## config.mk

```make
export PLATFORM = sky130hd
export DESIGN_NAME = ibexc_data_arb
export DESIGN_NICKNAME = d
export VERILOG_FILES = /design/src/rtl/ibexc_data_arb.sv
export SDC_FILE = /design/constraint.sdc
export NUM_CORES = 1
export LEC_CHECK = 0
export ABC_AREA = 1
export CAP_MARGIN = 20
export CORE_AREA = 2 2 126 128
export CTS_CLUSTER_SIZE = 12
export DETAILED_ROUTE_END_ITERATION = 7
export DIE_AREA = 0 0 128 130
export GPL_TIMING_DRIVEN = 0
export PLACE_DENSITY = 0.62
export REMOVE_ABC_BUFFERS = 1
export SLEW_MARGIN = 0
export SYNTH_ARGS = -nofsm -noshare
export SYNTH_HDL_FRONTEND = slang
export SYNTH_SLANG_ARGS = --single-unit
```

## constraint.sdc

```tcl
create_clock -name clk_i -period 2.6 [get_ports clk_i]
set_input_delay 0.52 -clock clk_i [delete_from_list [all_inputs] [get_ports clk_i]]
set_output_delay 0.52 -clock clk_i [all_outputs]
set_load 0.01 [all_outputs]
```

## src/rtl/ibexc_data_arb.sv

```systemverilog
// Two-requester OBI data-port arbiter: round-robin core/secondary selection, capability
// beat locking, and in-order response routing through an owner-ID FIFO.
module ibexc_data_arb #(
    parameter int unsigned DataWidth      = 33,
    parameter int unsigned MaxOutstanding = 2
) (
    input  logic                 clk_i,
    input  logic                 rst_i,
    input  logic                 c_req_i,
    input  logic                 s_req_i,
    output logic                 c_gnt_o,
    output logic                 s_gnt_o,
    output logic                 c_rvalid_o,
    output logic                 s_rvalid_o,
    input  logic                 c_we_i,
    input  logic                 s_we_i,
    input  logic [3:0]           c_be_i,
    input  logic [3:0]           s_be_i,
    input  logic [31:0]          c_addr_i,
    input  logic [31:0]          s_addr_i,
    input  logic [DataWidth-1:0] c_wdata_i,
    input  logic [DataWidth-1:0] s_wdata_i,
    input  logic                 c_is_cap_i,
    input  logic                 s_is_cap_i,
    output logic [DataWidth-1:0] c_rdata_o,
    output logic [DataWidth-1:0] s_rdata_o,
    output logic                 c_err_o,
    output logic                 s_err_o,
    output logic                 data_req_o,
    input  logic                 data_gnt_i,
    output logic                 data_we_o,
    output logic [3:0]           data_be_o,
    output logic [31:0]          data_addr_o,
    output logic [DataWidth-1:0] data_wdata_o,
    output logic                 data_is_cap_o,
    input  logic                 data_rvalid_i,
    input  logic [DataWidth-1:0] data_rdata_i,
    input  logic                 data_err_i,
    output logic                 unexp_rsp_o
);
    localparam int unsigned CntW = $clog2(MaxOutstanding + 1);
    localparam int unsigned PtrW = (MaxOutstanding > 1) ? $clog2(MaxOutstanding) : 1;
    localparam logic [CntW-1:0] CntMax  = CntW'(MaxOutstanding);
    localparam logic [PtrW-1:0] PtrLast = PtrW'(MaxOutstanding - 1);

    typedef enum logic [1:0] {ST_ARB, ST_HOLD, ST_LOCK} state_t;

    state_t          r_state;
    logic            r_owner;
    logic            r_rr_last;
    logic            r_fifo [MaxOutstanding];
    logic [PtrW-1:0] r_wptr;
    logic [PtrW-1:0] r_rptr;
    logic [CntW-1:0] r_count;

    logic w_full, w_empty, w_arb_sel, w_sel, w_sel_req, w_sel_cap;
    logic w_push, w_pop, w_head;

    assign w_full  = (r_count == CntMax);
    assign w_empty = (r_count == '0);

    // On a tie the requester that did not win last time gets the bus.
    assign w_arb_sel = (c_req_i & s_req_i) ? ~r_rr_last : s_req_i;
    assign w_sel     = (r_state == ST_ARB) ? w_arb_sel : r_owner;
    assign w_sel_req = w_sel ? s_req_i    : c_req_i;
    assign w_sel_cap = w_sel ? s_is_cap_i : c_is_cap_i;

    assign data_req_o    = ~rst_i & ~w_full & w_sel_req;
    assign data_we_o     = data_req_o & (w_sel ? s_we_i : c_we_i);
    assign data_be_o     = {4{data_req_o}} & (w_sel ? s_be_i : c_be_i);
    assign data_addr_o   = {32{data_req_o}} & (w_sel ? s_addr_i : c_addr_i);
    assign data_wdata_o  = {DataWidth{data_req_o}} & (w_sel ? s_wdata_i : c_wdata_i);
    assign data_is_cap_o = data_req_o & w_sel_cap;

    assign w_push  = data_req_o & data_gnt_i;
    assign c_gnt_o = w_push & ~w_sel;
    assign s_gnt_o = w_push & w_sel;

    assign w_pop       = ~rst_i & data_rvalid_i & ~w_empty;
    assign w_head      = r_fifo[r_rptr];
    assign c_rvalid_o  = w_pop & ~w_head;
    assign s_rvalid_o  = w_pop & w_head;
    assign unexp_rsp_o = ~rst_i & data_rvalid_i & w_empty;

    assign c_rdata_o = data_rdata_i;
    assign s_rdata_o = data_rdata_i;
    assign c_err_o   = data_err_i;
    assign s_err_o   = data_err_i;

    // A full FIFO freezes the FSM; data_req_o is already low so nothing can be granted.
    always_ff @(posedge clk_i or posedge rst_i) begin
        if (rst_i) begin
            r_state   <= ST_ARB;
            r_owner   <= 1'b0;
            r_rr_last <= 1'b1;
        end else if (!w_full) begin
            case (r_state)
                ST_ARB: begin
                    if (data_req_o) begin
                        r_owner <= w_sel;
                        if (data_gnt_i) begin
                            if (w_sel_cap) r_state <= ST_LOCK;
                            else           r_rr_last <= w_sel;
                        end else begin
                            r_state <= ST_HOLD;
                        end
                    end
                end
                ST_HOLD: begin
                    if (!w_sel_req) begin
                        r_state <= ST_ARB;
                    end else if (data_gnt_i) begin
                        r_rr_last <= r_owner;
                        r_state   <= w_sel_cap ? ST_LOCK : ST_ARB;
                    end
                end
                ST_LOCK: begin
                    if (w_push) begin
                        r_rr_last <= r_owner;
                        r_state   <= ST_ARB;
                    end
                end
                default: r_state <= ST_ARB;
            endcase
        end
    end

    genvar gi;
    generate
        for (gi = 0; gi < MaxOutstanding; gi++) begin : g_fifo
            always_ff @(posedge clk_i or posedge rst_i) begin
                if (rst_i)
                    r_fifo[gi] <= 1'b0;
                else if (w_push && (r_wptr == PtrW'(gi)))
                    r_fifo[gi] <= w_sel;
            end
        end
    endgenerate

    always_ff @(posedge clk_i or posedge rst_i) begin
        if (rst_i) begin
            r_wptr  <= '0;
            r_rptr  <= '0;
            r_count <= '0;
        end else begin
            if (w_push) r_wptr <= (r_wptr == PtrLast) ? '0 : r_wptr + 1'b1;
            if (w_pop)  r_rptr <= (r_rptr == PtrLast) ? '0 : r_rptr + 1'b1;
            if (w_push && !w_pop)      r_count <= r_count + 1'b1;
            else if (w_pop && !w_push) r_count <= r_count - 1'b1;
        end
    end
endmodule

```

==> results.yml <==
run_status:
  outcome: "finished clean"
logic_synthesis:
  syn-cell-area_sq_mm: 0.00225
  ys_seq_area_frac: 0.112
  yosys_warnings: 0
  synth_cells: 401
  synth_area_leaders: "nand2_1, buf_4, a21oi_1, dfrtp_1, buf_2"
  syn_avg_cell_area_sq_um: 5.60
  yosys.cell_types.count: 30
  ys_ff_latch: 10
  synth_top_cell_area_share: 0.276
  synth_top_cell_by_area: "nand2_1"
drt:
  first_iter_violations: 162
  vias: 3305
  drcViolationCount: 0
  dr.pass1.iters: 6
  wl_per_cell_microns: 20.4
  finalWirelength_microns: 15900
  drtAntennaViolNets: 0
  vias_per_cell: 4.23
placement:
  io_buffers: 224
  dpl_worst_slack_ns: -1.59
  dp_hpwl_microns: 9320
  gp_congestion: 0.742
floorplanning:
  start_util: 0.146
  core_region_area_sq_mm: 0.0154
  die_x_microns: 128
  die-area_sq_mm: 0.0166
  pin_count: 327
  rows: 46
  die_h_microns: 130
critical_path:
  crit_required_ns: 2.08
  start_kind: "flip-flop"
  crit_fanout: 18
  crit_path_end_kind: "primary output"
  crit_arrival_ns: 2.01
  regToRegSetupSlack_ns: 0.44
  worstSetupPathType: "flip-flop to primary output"
flow_run:
  maxCapViolCount: 0
cells_and_area:
  n_fill_cell: 1659
  syn_to_final_growth_pct: 112
  nets: 778
  diodes: 0
  utilization: 0.308
  layout-drive-gt1-share: 0.220
grt:
  grt_pass1_vias: 3126
  grt_start_max_net_pins: 22
  grt_pass1_wl_microns: 21300
  gr-usage-all-layers: 0.176
  antenna_found_initial: 0
  grt-ovfl-total: 0
pwr:
  finalPower_mw: 4.62
  power_leakage_nw: 2.24
  p_per_area_mw_per_mm2: 973
  max-vdd-ir-drop_mv: 0.409
sta:
  fmax_ghz: 0.395
  finalSetupViolCount: 0
  setup_tns_ns: 0
  slew_violations: 0
  slew-limit-headroom: 0.765
  skew_ns: 0.00186
  tightest_slew_ns: 0.352
  min_period_ns: 2.53
  hold_viol_final: 0
  timing.final.ws_setup_ns: 0.0675
  timing.final.crit_share: 0.974
clock_tree:
  cts_buffer_depth: 2
  cts_tree: "yes"
  insertion_delay_ns: 0.24
  cts_root_buf: "clkbuf_16"
  cts.clk_slew.worst_paths_ns: 0.04
  h-tree-depth: 1
  cts_buffers: 3
  clkSinkCount: 10
hold_path:
  hp-class: "flip-flop to flip-flop"
## repair_timing
item / CTS / global route
gates resized for setup: 185 / 66
hold buffers: 0 / 0
pin swaps: 9 / 4
endpoints found under the setup margin: 81 / 56
cloned: 12 / 0
setup buffers: 32 / 6
## report_power, final
| part | switching [mW] | total [mW] | leakage, nW | internal (mW) |
|---|---|---|---|---|
| Sequential | 0.0702 | 0.308 | 0.117 | 0.237 |
| Combinational | 2.23 | 4.02 | 2.08 | 1.78 |
| Clock | 0.0707 | 0.302 | 0.0442 | 0.231 |
| Total | 2.38 | 4.62 | 2.24 | 2.25 |
## final cells by class
| class | count | area [sq um] | share of cell area |
|---|---|---|---|
| clock buffers | 4 | 88.8 | 0.0187 |
| multi-input cells | 290 | 1540 | 0.324 |
| repair buffers | 266 | 2530 | 0.533 |
| inverters | 19 | 93.8 | 0.0197 |
| flip-flops and latches | 10 | 251 | 0.0529 |
| repair inverters | 1 | 8.76 | 0.00184 |
| well taps | 192 | 240 | 0.0505 |
## per-stage QoR
stage	cells	hold slack, ns	instance area [sq um]
6_report	782	0.470	4750
5_1_grt	782	0.488	4750
4_1_cts	776	0.474	4800
3_5_place_dp	728	0.461	4140
3_3_place_gp	727	0.459	4110
2_1_floorplan	311	0.367	1630
## worst paths after layout
check,depth (start not counted),startpoint,to
max,11,r_state[0],data_we_o
max reg2reg,16,r_state[0],r_state[0]
min reg2reg,2,r_rr_last,r_rr_last
min in group asynchronous,3,rst_i,r_fifo[0]
max in group asynchronous,3,rst_i,r_rr_last
min,2,r_rr_last,r_rr_last
## layout by cell type (no fill, tap or decap), types with 3 or more instances in the layout
cell type	Yosys	routed
inv_1	16	12
nand3_1	6	6
nand2_8	0	6
nor2_1	6	6
buf_2	15	23
ha_1	5	4
buf_12	0	9
o21ai_0	6	6
nand2_1	165	164
clkbuf_16	0	3
buf_4	69	26
dfrtp_1	9	9
a21oi_2	1	5
clkdlybuf4s15_2	0	3
nand3_4	1	5
a21oi_1	73	68
inv_2	3	4
clkdlybuf4s15_1	0	10
clkdlybuf4s50_1	0	146
dlygate4sd2_1	0	17
clkbuf_2	0	23
## metal layers
metal / share of wire / wire [microns] / track usage
met5: 0.0070 / 111 / 0.0676
met1: 0.41 / 6470 / 0.206
met4: 0.0056 / 89 / 0.0207
met3: 0.13 / 2130 / 0.102
met2: 0.45 / 7120 / 0.282
## sequential cells by signal, summed over array words and instances (netlist names)
register	count
r_count	2
r_fifo	2
r_owner	1
r_rptr	1
r_rr_last	1
r_state	2
r_wptr	1
## cells in the mapped netlist
| library cell | number |
|---|---|
| nand2_4 | 1 |
| inv_2 | 3 |
| ha_1 | 5 |
| inv_1 | 16 |
| a21boi_0 | 1 |
| clkbuf_1 | 2 |
| nand4_2 | 1 |
| nor2_1 | 6 |
| o21bai_1 | 1 |
| nor2_4 | 1 |
| nand2_2 | 3 |
| or2_1 | 2 |
| nand3_4 | 1 |
| o21ai_0 | 6 |
| buf_4 | 69 |
| xor2_1 | 1 |
| dfrtp_1 | 9 |
| a21oi_1 | 73 |
| buf_1 | 4 |
| nand2_1 | 165 |
| nor3_1 | 1 |
| buf_2 | 15 |
| nand3_1 | 6 |
| nand4_1 | 2 |
| o21ai_2 | 1 |
| a211oi_1 | 1 |
| dfstp_2 | 1 |
| xnor2_1 | 2 |
| nand3_2 | 1 |
| a21oi_2 | 1 |
## critical path, cell delays in order, from the launching register on
cell and delay [ns]:
dfrtp_1 0.39, inv_2 0.09, ha_4 0.17, nand2_1 0.07, inv_2 0.07, nand2_4 0.09, buf_4 0.16, buf_12 0.15
nand2_8 0.13, nand2_1 0.07, a21oi_1 0.11, dlygate4sd2_1 0.28
## logic make-up after synthesis
logic type                 share of synthesized area
AOI/OAI and AO/OA                              0.194
and+or+nand+nor                                0.349
xor gates and xnor gates                      0.0117
buffers and inverters                          0.306
DFF                                            0.112
adders and majority gates                     0.0279
Note: power is estimated with default switching activity, not from simulation.
